File: src/rtl/tmds_pkg.sv
// rtl/tmds_pkg.sv - shared TMDS control tokens and alignment state type
package tmds_pkg;

    localparam logic [9:0] CTRL_TOKEN_00 = 10'h354;
    localparam logic [9:0] CTRL_TOKEN_01 = 10'h0AB;
    localparam logic [9:0] CTRL_TOKEN_10 = 10'h154;
    localparam logic [9:0] CTRL_TOKEN_11 = 10'h2AB;

    typedef enum logic [1:0] {
        SEARCH    = 2'd0,
        SLIP_WAIT = 2'd1,
        LOCKED    = 2'd2
    } tmds_align_state_t;

endpackage

File: src/rtl/tmds_decoder_if.sv
// rtl/tmds_decoder_if.sv - character input and decoded output bundle of one TMDS channel
interface tmds_decoder_if;
    import tmds_pkg::*;

    logic [9:0] tmds_in;
    logic [7:0] data_out;
    logic       ve_out;
    logic [1:0] control_out;
    logic       locked_out;
    logic       bitslip_out;

    // deserializer / capture side
    modport master (
        output tmds_in,
        input  data_out, ve_out, control_out, locked_out, bitslip_out
    );

    // decoder side
    modport slave (
        input  tmds_in,
        output data_out, ve_out, control_out, locked_out, bitslip_out
    );
endinterface

File: src/rtl/tmds_word_decode.sv
// rtl/tmds_word_decode.sv - combinational decode of one 10-bit TMDS character
module tmds_word_decode
    import tmds_pkg::*;
(
    input  logic [9:0] tmds_i,
    output logic       is_token_o,
    output logic [1:0] ctrl_o,
    output logic [7:0] data_o
);

    logic [7:0] q;

    // token match and inverse of the transition-minimising stage
    always_comb begin
        is_token_o = 1'b1;
        ctrl_o     = 2'b00;
        unique case (tmds_i)
            CTRL_TOKEN_00: ctrl_o = 2'b00;
            CTRL_TOKEN_01: ctrl_o = 2'b01;
            CTRL_TOKEN_10: ctrl_o = 2'b10;
            CTRL_TOKEN_11: ctrl_o = 2'b11;
            default:       is_token_o = 1'b0;
        endcase

        q         = tmds_i[9] ? ~tmds_i[7:0] : tmds_i[7:0];
        data_o    = 8'h00;
        data_o[0] = q[0];
        for (int i = 1; i < 8; i++) begin
            data_o[i] = tmds_i[8] ? (q[i] ^ q[i-1]) : ~(q[i] ^ q[i-1]);
        end
    end

endmodule

File: src/rtl/tmds_decoder.sv
// rtl/tmds_decoder.sv - TMDS channel decoder with word-alignment state machine
module tmds_decoder
    import tmds_pkg::*;
#(
    parameter int LOCK_COUNT     = 16,
    parameter int SEARCH_TIMEOUT = 4096,
    parameter int SLIP_SETTLE    = 4,
    parameter int LOSS_TIMEOUT   = 8192
) (
    input  logic          clk_in,
    input  logic          rst_in,
    tmds_decoder_if.slave bus
);

    localparam int TOK_W = $clog2(LOCK_COUNT + 1);
    localparam int TIM_W = $clog2(SEARCH_TIMEOUT + 1);
    localparam int SET_W = $clog2(SLIP_SETTLE + 1);
    localparam int GAP_W = $clog2(LOSS_TIMEOUT + 1);

    logic       is_tok;
    logic [1:0] dec_ctrl;
    logic [7:0] dec_data;

    tmds_word_decode u_word_decode (
        .tmds_i     (bus.tmds_in),
        .is_token_o (is_tok),
        .ctrl_o     (dec_ctrl),
        .data_o     (dec_data)
    );

    logic [7:0]        data_q, data_d;
    logic              ve_q, ve_d;
    logic [1:0]        ctrl_q, ctrl_d;
    logic              locked_q, locked_d;
    logic              slip_q, slip_d;
    tmds_align_state_t state_q, state_d;
    logic [TOK_W-1:0]  tok_q, tok_d, tok_inc;
    logic [TIM_W-1:0]  timer_q, timer_d;
    logic [SET_W-1:0]  settle_q, settle_d;
    logic [GAP_W-1:0]  gap_q, gap_d, gap_inc;

    // decoded outputs follow the input every cycle; control value is sticky across data
    always_comb begin
        data_d = is_tok ? 8'h00 : dec_data;
        ve_d   = ~is_tok;
        ctrl_d = is_tok ? dec_ctrl : ctrl_q;
    end

    // alignment FSM next state; lock takes priority over a slip on the same cycle
    always_comb begin
        state_d  = state_q;
        tok_d    = tok_q;
        timer_d  = timer_q;
        settle_d = settle_q;
        gap_d    = gap_q;
        locked_d = locked_q;
        slip_d   = 1'b0;

        tok_inc = !is_tok ? '0 :
                  (tok_q == TOK_W'(LOCK_COUNT)) ? tok_q : tok_q + TOK_W'(1);
        gap_inc = is_tok ? '0 :
                  (gap_q == GAP_W'(LOSS_TIMEOUT)) ? gap_q : gap_q + GAP_W'(1);

        unique case (state_q)
            SEARCH: begin
                tok_d   = tok_inc;
                timer_d = (timer_q == TIM_W'(SEARCH_TIMEOUT)) ? timer_q : timer_q + TIM_W'(1);
                if (tok_inc == TOK_W'(LOCK_COUNT)) begin
                    state_d  = LOCKED;
                    locked_d = 1'b1;
                    tok_d    = '0;
                    timer_d  = '0;
                    gap_d    = '0;
                end else if (timer_q == TIM_W'(SEARCH_TIMEOUT - 1)) begin
                    state_d  = SLIP_WAIT;
                    slip_d   = 1'b1;
                    tok_d    = '0;
                    timer_d  = '0;
                    settle_d = '0;
                end
            end
            SLIP_WAIT: begin
                if (settle_q == SET_W'(SLIP_SETTLE - 1)) begin
                    state_d  = SEARCH;
                    tok_d    = '0;
                    timer_d  = '0;
                    settle_d = '0;
                end else begin
                    settle_d = settle_q + SET_W'(1);
                end
            end
            LOCKED: begin
                gap_d = gap_inc;
                if (gap_inc == GAP_W'(LOSS_TIMEOUT)) begin
                    state_d  = SEARCH;
                    locked_d = 1'b0;
                    tok_d    = '0;
                    timer_d  = '0;
                    gap_d    = '0;
                end
            end
            default: begin
                state_d  = SEARCH;
                locked_d = 1'b0;
                tok_d    = '0;
                timer_d  = '0;
                settle_d = '0;
                gap_d    = '0;
            end
        endcase
    end

    // all state and outputs registered; reset cancels any pending settle period
    always_ff @(posedge clk_in) begin
        if (rst_in) begin
            data_q   <= '0;
            ve_q     <= 1'b0;
            ctrl_q   <= '0;
            locked_q <= 1'b0;
            slip_q   <= 1'b0;
            state_q  <= SEARCH;
            tok_q    <= '0;
            timer_q  <= '0;
            settle_q <= '0;
            gap_q    <= '0;
        end else begin
            data_q   <= data_d;
            ve_q     <= ve_d;
            ctrl_q   <= ctrl_d;
            locked_q <= locked_d;
            slip_q   <= slip_d;
            state_q  <= state_d;
            tok_q    <= tok_d;
            timer_q  <= timer_d;
            settle_q <= settle_d;
            gap_q    <= gap_d;
        end
    end

    assign bus.data_out    = data_q;
    assign bus.ve_out      = ve_q;
    assign bus.control_out = ctrl_q;
    assign bus.locked_out  = locked_q;
    assign bus.bitslip_out = slip_q;

endmodule

File: src/flat_wrapper.sv
// flat-port wrapper written by rule: the top's interface ports become plain ports
module tmds_decoder_flat import tmds_pkg::*;
#(
    parameter int LOCK_COUNT     = 16,
    parameter int SEARCH_TIMEOUT = 4096,
    parameter int SLIP_SETTLE    = 4,
    parameter int LOSS_TIMEOUT   = 8192
)
  (clk_in, rst_in, bus_tmds_in, bus_data_out, bus_ve_out, bus_control_out, bus_locked_out, bus_bitslip_out);
  tmds_decoder_if bus_i ();
  input  logic clk_in;
  input  logic rst_in;
  input wire logic [$bits(bus_i.tmds_in)-1:0] bus_tmds_in;
  output wire logic [$bits(bus_i.data_out)-1:0] bus_data_out;
  output wire logic [$bits(bus_i.ve_out)-1:0] bus_ve_out;
  output wire logic [$bits(bus_i.control_out)-1:0] bus_control_out;
  output wire logic [$bits(bus_i.locked_out)-1:0] bus_locked_out;
  output wire logic [$bits(bus_i.bitslip_out)-1:0] bus_bitslip_out;
  assign bus_i.tmds_in = bus_tmds_in;
  assign bus_data_out = bus_i.data_out;
  assign bus_ve_out = bus_i.ve_out;
  assign bus_control_out = bus_i.control_out;
  assign bus_locked_out = bus_i.locked_out;
  assign bus_bitslip_out = bus_i.bitslip_out;
  tmds_decoder #(.LOCK_COUNT(LOCK_COUNT), .SEARCH_TIMEOUT(SEARCH_TIMEOUT), .SLIP_SETTLE(SLIP_SETTLE), .LOSS_TIMEOUT(LOSS_TIMEOUT)) u_core (.clk_in(clk_in), .rst_in(rst_in), .bus(bus_i));
endmodule
File: config.mk
export PLATFORM = sky130hd
export DESIGN_NAME = tmds_decoder_flat
export DESIGN_NICKNAME = d
export VERILOG_FILES = /design/src/rtl/tmds_pkg.sv /design/src/rtl/tmds_decoder_if.sv /design/src/rtl/tmds_word_decode.sv /design/src/rtl/tmds_decoder.sv /design/src/flat_wrapper.sv
export SDC_FILE = /design/constraint.sdc
export NUM_CORES = 1
export LEC_CHECK = 0
export BUFFER_PORTS_ARGS = -buffer_cell sky130_fd_sc_hd__buf_2
export CAP_MARGIN = 20
export CORE_AREA = 5 5 94 96
export DETAILED_ROUTE_END_ITERATION = 7
export DIE_AREA = 0 0 99 101
export PLACE_DENSITY = 0.59
export SLEW_MARGIN = 20
export SYNTH_ARGS = -nofsm -noshare
export SYNTH_HDL_FRONTEND = slang
export SYNTH_SLANG_ARGS = --single-unit
File: constraint.sdc
create_clock -name clk_in -period 7.3 [get_ports clk_in]
set_input_delay 1.095 -clock clk_in [delete_from_list [all_inputs] [get_ports clk_in]]
set_output_delay 1.095 -clock clk_in [all_outputs]
set_load 0.05 [all_outputs]
==> flow_summary.ini <==
[cts]
clk_latency_ps = 310
htreeDepth = 2
cts_setup_buffers = 0
clk_path_buf_depth = 2
ctsResizeCount = 0
tritoncts = yes
clkTransAtPathRegs_ps = 100
hold_buffers = 0
clock_sinks = 50
numCtsBuffers = 5
cts_root_buf = clkbuf_8

[worst_setup_path]
r2r_end = u_core.gap_q[1]
cpPeakStageDelay_ps = 610
crit_fanout = 18
end_kind = flop
arrival_ps = 3780
r2r_cells = 8
crit_end = u_core.gap_q[1]
startpoint = bus_tmds_in[1]
regToRegSetupSlack_ps = 4240
rr_startpoint = u_core.gap_q[0]
cp-start-kind = input port
worst_path_max_delay_cell = or2_1
crit_path_cell_trace = buf_2 > ha_1 > nand4b_1 > nor4_4 > or2_1 > nor2_1 > nor4_4 > a2bb2oi_2 > nor2_1
required_ps = 7480
critical_path_class = in -> reg

[power]
seqPwrFrac_pct = 52.1
internal_power_mw = 0.403
p_clk_share_pct = 37.1
fin_total_pwr_mw = 0.545
power.switching_mw = 0.142
swShare_pct = 26.1
pwr-share-comb_pct = 10.8
power_density_nw_per_um2 = 165
ir_worst_vdd_uv = 70.0
p_leak_nw = 1.18

[global_route]
grt_overflow = 0
grtUsageTotal_pct = 15.3
grt_pass1_vias = 2633
grt_max_degree = 19
grt_pass1_wl_mm = 12.7
antenna_found_initial = 0

[floorplanning]
core_region_area_sq_um = 7970
die_y_um = 101
die_area_sq_um = 10000
die_x_um = 99
ioPinCount = 25
rows = 33
initial_utilization_pct = 37.7

[yosys]
synthArstFlopShare_pct = 0
netlist_area_sq_um = 3000
seq_area_frac_synth_pct = 33.3
syn-mean-instance-area_sq_um = 8.08
yosys_warnings = 0
synth_edf_count = 0
ys.flop_type = dfxtp_1
syn-instance-count = 372
synth_cell_types = 70
ys_ff_latch = 50
synth_nets = 393

[sta]
hold_viol_final = 0
finClkSkew_ps = 6.70
holdWs_ps = 482
min_period_over_period_pct = 49.3
slew_headroom_pct = 39.7
rsz0062_at_grt = no
fin_crit_ps = 3600
fin_tns_setup_ps = 0
worst_pin_slew_ps = 896
final_max_slew_viol_count = 0
fmaxAchievable_ghz = 0.278
setup_viol = 0
fin_ws_ps = 3700

[drt]
wl_per_cell_um = 15.0
routed_via_density = 5.58
drt_iter0_markers = 188
via_count = 2755
antenna_left = 0
drt-total-wl_mm = 7.43
firstDrtPassIters = 4
drc = 0

[min_path]
hold_class = reg -> reg

[final_layout]
num-nets-final = 409
drive_gt1_share_pct = 11.8
diodes = 0
utilization_pct = 41.4
syn_to_final_growth_pct = 9.87

[status]
outcome = finished clean

[placement]
hpwl_mm = 5.45
pre_cts_slack_ps = 3260
place_congestion = 0.904
numPortBuffers = 24

[run]
max-cap-violations = 0
==> power by group through the flow <==
stage	sequential, mW	clock [mW]	combinational [mW]
final	0.284	0.202	0.0588
after global routing	0.285	0.224	0.0642
after CTS	0.284	0.211	0.0592
after detailed placement	0.290	0	0.0593
after global placement	0.290	0	0.0590
after floorplan	0.307	0	0.0260
==> cell usage after synthesis, types with 3 or more instances <==
library cell	instances	area [sq um]
nor4_1	5	31.3
nor2_1	40	150
a21o_1	4	30.0
o211ai_1	4	30.0
inv_1	18	67.6
ha_1	9	113
and3_1	7	43.8
or3_1	7	43.8
nand2_1	29	109
xnor2_1	16	140
nand3_1	14	70.1
o21ai_0	22	110
a31oi_1	6	37.5
nor4b_1	3	26.3
nor2b_1	4	25.0
nor3_1	18	90.1
nand3b_1	3	22.5
nand4_1	7	43.8
a22oi_1	4	30.0
mux2i_1	6	60.1
a21oi_1	25	125
clkbuf_1	9	33.8
dfxtp_1	50	1000
==> cell families after synthesis <==
family                   Yosys count  synth area share, %
multiplexers                       6                 2.00
XOR/XNOR                          18                 5.25
adder cells (fa/ha/maj)            9                 3.75
AND/OR/NAND/NOR                  158                 28.8
buffers and inverters             34                 4.75
flip-flops                        50                 33.3
AO/OA/AOI/OAI                     97                 22.1
==> worst min path at each step <==
| stage | start | cells after the start | to |
|---|---|---|---|
| finish | u_core.settle_q[2] | 2 | u_core.settle_q[2] |
| global route | u_core.settle_q[2] | 2 | u_core.settle_q[2] |
| CTS | u_core.settle_q[2] | 2 | u_core.settle_q[2] |
| detailed placement | u_core.settle_q[2] | 2 | u_core.settle_q[2] |
| global placement | u_core.settle_q[2] | 2 | u_core.settle_q[2] |
| floorplan | u_core.settle_q[2] | 2 | u_core.settle_q[2] |
==> layout by cell type, fill, tap and decap left out, types with 4 or more instances in the layout <==
master	n
xnor2_1	16
buf_2	24
nor4_1	5
nand4_1	7
a31oi_1	6
a22oi_1	4
inv_1	18
ha_1	9
o21ai_0	21
nor2b_1	4
a21o_1	4
a21oi_1	25
dfxtp_1	50
clkbuf_8	5
nor3_1	18
o211ai_1	4
nand2_1	29
nor2_1	40
nand3_1	14
or3_1	7
and3_1	7
mux2i_1	6
==> worst max-delay path, delay by kind of cell <==
| family | cells | cell delay, ps |
|---|---|---|
| AOI/OAI and AO/OA | 1 | 530 |
| adders and majority gates | 1 | 140 |
| buffers and inverters | 1 | 110 |
| and+or+nand+nor | 6 | 1890 |
==> sequential cells by signal, indices dropped and copies added (netlist names) <==
| signal | count |
|---|---|
| u_core.bus.control_out | 2 |
| u_core.bus.bitslip_out | 1 |
| u_core.settle_q | 3 |
| u_core.bus.locked_out | 1 |
| u_core.timer_q | 13 |
| u_core.state_q | 2 |
| u_core.gap_q | 14 |
| u_core.bus.ve_out | 1 |
| u_core.tok_q | 5 |
| u_core.bus.data_out | 8 |
==> routing by layer <==
| layer | vias up | GRT usage [%] | wire length [um] |
|---|---|---|---|
| met5 | - | 0 | 0 |
| met4 | 0 | 4.52 | 79 |
| met3 | 7 | 2.84 | 266 |
| met2 | 54 | 24.8 | 3600 |
| met1 | 1302 | 20.6 | 3490 |
| li1 | 1392 | - | - |
==> final cells by class <==
class / instances / area [sq um]
Fill cell: 837 / 4670
Clock inverter: 3 / 47.5
Multi-Input combinational cell: 288 / 1860
Tap cell: 105 / 131
Sequential cell: 50 / 1000
Inverter: 19 / 71.3
Timing Repair Buffer: 24 / 120
Clock buffer: 5 / 68.8
==> stage by stage <==
| step | cell area (sq um) | cells |
|---|---|---|
| 2_1_floorplan | 3000 | 372 |
| 5_1_grt | 3300 | 494 |
| 4_1_cts | 3300 | 494 |
| 3_5_place_dp | 3180 | 486 |
| 6_report | 3300 | 494 |
| 3_3_place_gp | 3180 | 486 |
No activity file was read; power rests on OpenSTA's default activity.
